**config.mk**
```make
export PLATFORM = sky130hd
export DESIGN_NAME = arithmetic_part_flat
export DESIGN_NICKNAME = d
export VERILOG_FILES = /design/src/rtl/arithmetic_part_if.sv /design/src/rtl/arithmetic_part.sv /design/src/flat_wrapper.sv
export SDC_FILE = /design/constraint.sdc
export NUM_CORES = 1
export LEC_CHECK = 0
export BUFFER_PORTS_ARGS = -buffer_cell sky130_fd_sc_hd__buf_2
export CAP_MARGIN = 20
export CORE_MARGIN = 4
export CORE_UTILIZATION = 30
export CTS_CLUSTER_DIAMETER = 60
export CTS_CLUSTER_SIZE = 28
export DETAILED_ROUTE_END_ITERATION = 16
export HOLD_SLACK_MARGIN = 0.03
export PLACE_DENSITY = 0.52
export REMOVE_ABC_BUFFERS = 1
export SLEW_MARGIN = 20
export SYNTH_ARGS = -nofsm -noshare
export SYNTH_HDL_FRONTEND = slang
export SYNTH_SLANG_ARGS = --single-unit
```
**constraint.sdc**
```tcl
create_clock -name clk -period 1.1 [get_ports clk]
set_clock_uncertainty 0.2 [all_clocks]
set_input_delay 0 -clock clk [delete_from_list [all_inputs] [get_ports clk]]
set_output_delay 0 -clock clk [all_outputs]
set_load 0.01 [all_outputs]
```
**src/rtl/arithmetic_part_if.sv**
```systemverilog
// Operand/opcode bundle into the arithmetic slice and its registered status out.
// The master drives operands and opcode; the slave (the slice) returns result and flags.
interface arithmetic_part_if #(
  parameter int WIDTH = 32
);
  logic [WIDTH-1:0] a;
  logic [WIDTH-1:0] b;
  logic [3:0]       ALUop;
  logic             in_valid;
  logic [WIDTH-1:0] result;
  logic             flag;
  logic             carry;
  logic             zero;
  logic             out_valid;

  modport master (
    output a, b, ALUop, in_valid,
    input  result, flag, carry, zero, out_valid
  );

  modport slave (
    input  a, b, ALUop, in_valid,
    output result, flag, carry, zero, out_valid
  );
endinterface

```
**src/rtl/arithmetic_part.sv**
```systemverilog
// ALU arithmetic slice: ADD / SUB / signed SLT on one shared adder; 1-cycle registered
// latency, no backpressure (registers load every cycle, in_valid only tags out_valid).
module arithmetic_part #(
  parameter int WIDTH = 32
) (
  input  logic              clk,
  input  logic              rst,
  arithmetic_part_if.slave  bus
);

  localparam logic [3:0] OP_ADD = 4'b0010;
  localparam logic [3:0] OP_SUB = 4'b0110;
  localparam logic [3:0] OP_SLT = 4'b0111;
  localparam int         MSB    = WIDTH - 1;

  logic             is_add;
  logic             is_sub;
  logic             is_slt;
  logic             sub_mode;
  logic [WIDTH-1:0] b_eff;
  logic [WIDTH:0]   sum;
  logic [WIDTH-1:0] adder_res;
  logic             adder_cout;
  logic             adder_ovf;
  logic             slt_bit;

  logic [WIDTH-1:0] result_d;
  logic             flag_d;
  logic             carry_d;
  logic             zero_d;

  logic [WIDTH-1:0] result_q;
  logic             flag_q;
  logic             carry_q;
  logic             zero_q;
  logic             valid_q;

  // Unknown or foreign codes (including X) land in default and select nothing.
  always_comb begin
    is_add = 1'b0;
    is_sub = 1'b0;
    is_slt = 1'b0;
    case (bus.ALUop)
      OP_ADD:  is_add = 1'b1;
      OP_SUB:  is_sub = 1'b1;
      OP_SLT:  is_slt = 1'b1;
      default: ;
    endcase
  end

  assign sub_mode   = is_sub | is_slt;
  assign b_eff      = sub_mode ? ~bus.b : bus.b;
  assign sum        = {1'b0, bus.a} + {1'b0, b_eff} + {{WIDTH{1'b0}}, sub_mode};
  assign adder_res  = sum[WIDTH-1:0];
  assign adder_cout = sum[WIDTH];

  // With b already inverted for SUB, one same-sign rule covers both ADD and SUB overflow.
  assign adder_ovf  = (bus.a[MSB] == b_eff[MSB]) && (adder_res[MSB] != bus.a[MSB]);

  // Sign of a-b is wrong exactly when the subtraction overflowed.
  assign slt_bit    = adder_res[MSB] ^ adder_ovf;

  always_comb begin
    result_d = '0;
    flag_d   = 1'b0;
    carry_d  = 1'b0;
    if (is_add || is_sub) begin
      result_d = adder_res;
      flag_d   = adder_ovf;
      carry_d  = adder_cout;
    end else if (is_slt) begin
      result_d = {{(WIDTH-1){1'b0}}, slt_bit};
    end
  end

  assign zero_d = (result_d == '0);

  always_ff @(posedge clk or posedge rst) begin
    if (rst) begin
      result_q <= '0;
      flag_q   <= 1'b0;
      carry_q  <= 1'b0;
      zero_q   <= 1'b1;
      valid_q  <= 1'b0;
    end else begin
      result_q <= result_d;
      flag_q   <= flag_d;
      carry_q  <= carry_d;
      zero_q   <= zero_d;
      valid_q  <= bus.in_valid;
    end
  end

  assign bus.result    = result_q;
  assign bus.flag      = flag_q;
  assign bus.carry     = carry_q;
  assign bus.zero      = zero_q;
  assign bus.out_valid = valid_q;

endmodule

```
**src/flat_wrapper.sv**
```systemverilog
// flat-port wrapper written by rule: the top's interface ports become plain ports
module arithmetic_part_flat 
#(
  parameter int WIDTH = 32
)
  (clk, rst, bus_a, bus_b, bus_ALUop, bus_in_valid, bus_result, bus_flag, bus_carry, bus_zero, bus_out_valid);
  arithmetic_part_if #(.WIDTH(WIDTH)) bus_i ();
  input  logic clk;
  input  logic rst;
  input wire logic [$bits(bus_i.a)-1:0] bus_a;
  input wire logic [$bits(bus_i.b)-1:0] bus_b;
  input wire logic [$bits(bus_i.ALUop)-1:0] bus_ALUop;
  input wire logic [$bits(bus_i.in_valid)-1:0] bus_in_valid;
  output wire logic [$bits(bus_i.result)-1:0] bus_result;
  output wire logic [$bits(bus_i.flag)-1:0] bus_flag;
  output wire logic [$bits(bus_i.carry)-1:0] bus_carry;
  output wire logic [$bits(bus_i.zero)-1:0] bus_zero;
  output wire logic [$bits(bus_i.out_valid)-1:0] bus_out_valid;
  assign bus_i.a = bus_a;
  assign bus_i.b = bus_b;
  assign bus_i.ALUop = bus_ALUop;
  assign bus_i.in_valid = bus_in_valid;
  assign bus_result = bus_i.result;
  assign bus_flag = bus_i.flag;
  assign bus_carry = bus_i.carry;
  assign bus_zero = bus_i.zero;
  assign bus_out_valid = bus_i.out_valid;
  arithmetic_part #(.WIDTH(WIDTH)) u_core (.clk(clk), .rst(rst), .bus(bus_i));
endmodule
```
==> results_dict.tcl <==
set metrics [dict create \
    status "complete, but fails checks" \
    violations "negative hold slack, negative setup slack" \
    via_count 3882 \
    numCtsBuffers 5 \
    comb_power_share_pct 58.9 \
    cp_slowest_cell "or4_1" \
    netlist_area_sq_um 3370 \
    finalMaxSlewViolations 0 \
    final_nets 760 \
    peakVddDrop_v 0.000786 \
    pre_cts_ws_ns -2.97 \
    maxCapViolCount 0 \
    crit_chain "buf_6 -> nor2b_4 -> nand2_4 -> buf_12 -> buf_8 -> xnor2_1 -> ha_1 -> a21oi_2 -> nor2_1 -> nor2_1 -> and4_4 -> o31a_1 -> xor2_2 -> a41oi_1 -> or4_1 -> or4b_1 -> nor4_2" \
    power.density_nw_per_um2 1070 \
    die_x_um 114 \
    cts-htree-levels 2 \
    cts_tree "built" \
    fin_ws_ns -2.41 \
    hold_buffers 3 \
    rsz0062_at_grt "yes" \
    crit_fanout 8 \
    total_power_mw 6.97 \
    first_pass_iters 4 \
    drc 0 \
    final_common_cell "buf_4" \
    post-route-min-period_ns 3.51 \
    drt-wirelength-per-cell_um 14.7 \
    leakage_nw 3.12 \
    grt_max_degree 21 \
    max_freq_ghz 0.285 \
    cts.path.max_buffers 2 \
    slew_headroom_pct 65.8 \
    swShare_pct 35.0 \
    dieArea_sq_um 13000 \
    setup_tns_ns -44.48 \
    cp.arrival_ns 3.49 \
    numPortBuffers 106 \
    overflow 0 \
    hold_class "in -> reg" \
    initialDrtViolationCount 128 \
    syn_inst 391 \
    ant_nets 0 \
    cts-root-buf "clkbuf_16" \
    timing_worst_setup_path_type "in -> reg" \
    die_h_um 114 \
    ys.flop_type "dfrtp_1" \
    pwr-share-clk_pct 20.4 \
    fillers 918 \
    synthArstFlopShare_pct 100 \
    internal_power_mw 4.53 \
    core.rowCount 38 \
    area_growth_pct 92.7 \
    gp_congestion 0.912 \
    dp_hpwl_mm 8.78 \
    diodes 0 \
    ys_seq_area_share_pct 26.7 \
    setup.worst_path.start_class "input pin" \
    holdWs_ns -0.0319 \
    dpl_cell_area_sq_um 4990 \
    drive_above_1_share_pct 62.9 \
    wl_mm 11.7 \
    hold_viol_final 1 \
    worst_pin_slew_ns 0.500 \
    clk_pin_slew_ns 0.06 \
    vias_per_cell 4.87 \
    ios 107 \
    worstPathRequired_ns 1.09 \
    antenna_found_initial 0 \
    setup_viol 36 \
    slowest_delay_ns 0.49 \
    grt_pass1_vias 3928 \
    fp.coreArea_sq_um 10900 \
    power_switching_mw 2.44 \
    period_share_pct 319 \
    synth-seq-cells 36 \
    syn_avg_cell_area_sq_um 8.63 \
    finalInstanceArea_sq_um 6500 \
    layout_common_cells "139 x buf_4, 103 x buf_2, 35 x dfrtp_1" \
    synth_cell_types 64 \
    synth_edf_count 0 \
    seqPwrFrac_pct 20.7 \
    grt_pass1_wl_mm 18.1 \
    yosysWarnings 0 \
    track_usage_pct 17.1 \
    crit_top_cell "nor2_1" \
    cts_sinks 36 \
    cp-end-kind "flip-flop" \
    start_util_pct 30.8 \
]
timing repair:
item / CTS / global route
hold endpoints to repair: 42 / 2
buffers inserted: 24 / 17
gates resized for setup: 106 / 86
setup endpoints to repair: 36 / 36
pin swaps: 53 / 48
cloned: 1 / 0
synthesized netlist by cell type, types with 6 or more instances:
library cell / n / area share (%)
a21oi_1: 27 / 4.0
xnor2_1: 47 / 12
dfrtp_1: 35 / 26
nand3_1: 11 / 1.6
clkbuf_1: 7 / 0.78
nor2_1: 39 / 4.3
inv_1: 8 / 0.89
o21ai_1: 7 / 1.0
nand4_1: 7 / 1.3
nand2b_1: 6 / 1.1
nor3_1: 10 / 1.5
nand2_1: 32 / 3.6
and2_1: 9 / 1.7
o21ai_0: 11 / 1.6
xor2_1: 10 / 2.6
ha_1: 32 / 12
a21o_1: 7 / 1.6
logic make-up (layout without fill, tap and decap cells):
| family | Yosys count | in the layout | share of synthesized area (%) |
|---|---|---|---|
| buffers and inverters | 24 | 290 | 3.23 |
| AO/OA/AOI/OAI | 101 | 101 | 20.9 |
| AND/OR/NAND/NOR | 137 | 137 | 21.0 |
| XOR/XNOR | 57 | 57 | 14.8 |
| multiplexers | 3 | 3 | 0.890 |
| adder cells (fa/ha/maj) | 33 | 33 | 12.5 |
| flip-flops | 36 | 36 | 26.7 |
metal layers:
metal / share of wire, % / wire length (um) / track usage, %
met4: 1.4 / 160 / 2.93
met3: 4.2 / 496 / 1.80
met5: 0 / 0 / 0
met2: 52 / 6150 / 32.0
met1: 42 / 4930 / 21.2
registers in the layout, indices dropped and copies added (netlist names):
signal	flops
u_core.bus.flag	1
u_core.bus.carry	1
u_core.bus.zero	1
u_core.bus.out_valid	1
u_core.bus.result	32
final timing paths:
kind	cells past startpoint	slack [ns]	startpoint	to
min in group asynchronous	3	0.03	rst	u_core.bus.flag
max in group asynchronous	4	0.22	rst	u_core.bus.result[23]
worst min-delay path	4	-0.03	bus_a[30]	u_core.bus.carry
worst max-delay path	17	-2.41	bus_ALUop[1]	u_core.bus.zero
through the flow:
step	util, %	cells
after floorplan	-	375
after global placement	45.6	751
after detailed placement	45.6	751
after CTS	53.6	785
after global routing	59.4	797
final	59.4	797
final cells by class:
cell class                      instances  area [sq um]  area share [%]
Multi-Input combinational cell        331          3290            50.6
Timing Repair Buffer                  274          1950            30.0
Sequential cell                        36           902            13.9
Tap cell                              140           175            2.69
Clock buffer                            7           143            2.19
Inverter                                8          30.0           0.462
Clock inverter                          1          7.51           0.115
critical path, delay by kind of cell:
kind | cells | cell delay (ns)
xor+xnor | 2 | 0.30
fa+ha+maj | 1 | 0.33
compound gates | 3 | 0.55
simple gates | 8 | 1.91
buf+inv | 3 | 0.39
power groups by stage:
stage	Sequential [mW]	Clock [mW]	Combinational, mW
after floorplan	1.50	0	1.49
after global placement	1.46	0	2.92
after detailed placement	1.46	0	2.94
after CTS	1.44	1.43	3.55
after global routing	1.45	1.49	4.42
final	1.44	1.42	4.11
No activity file was read; power rests on OpenSTA's default activity.
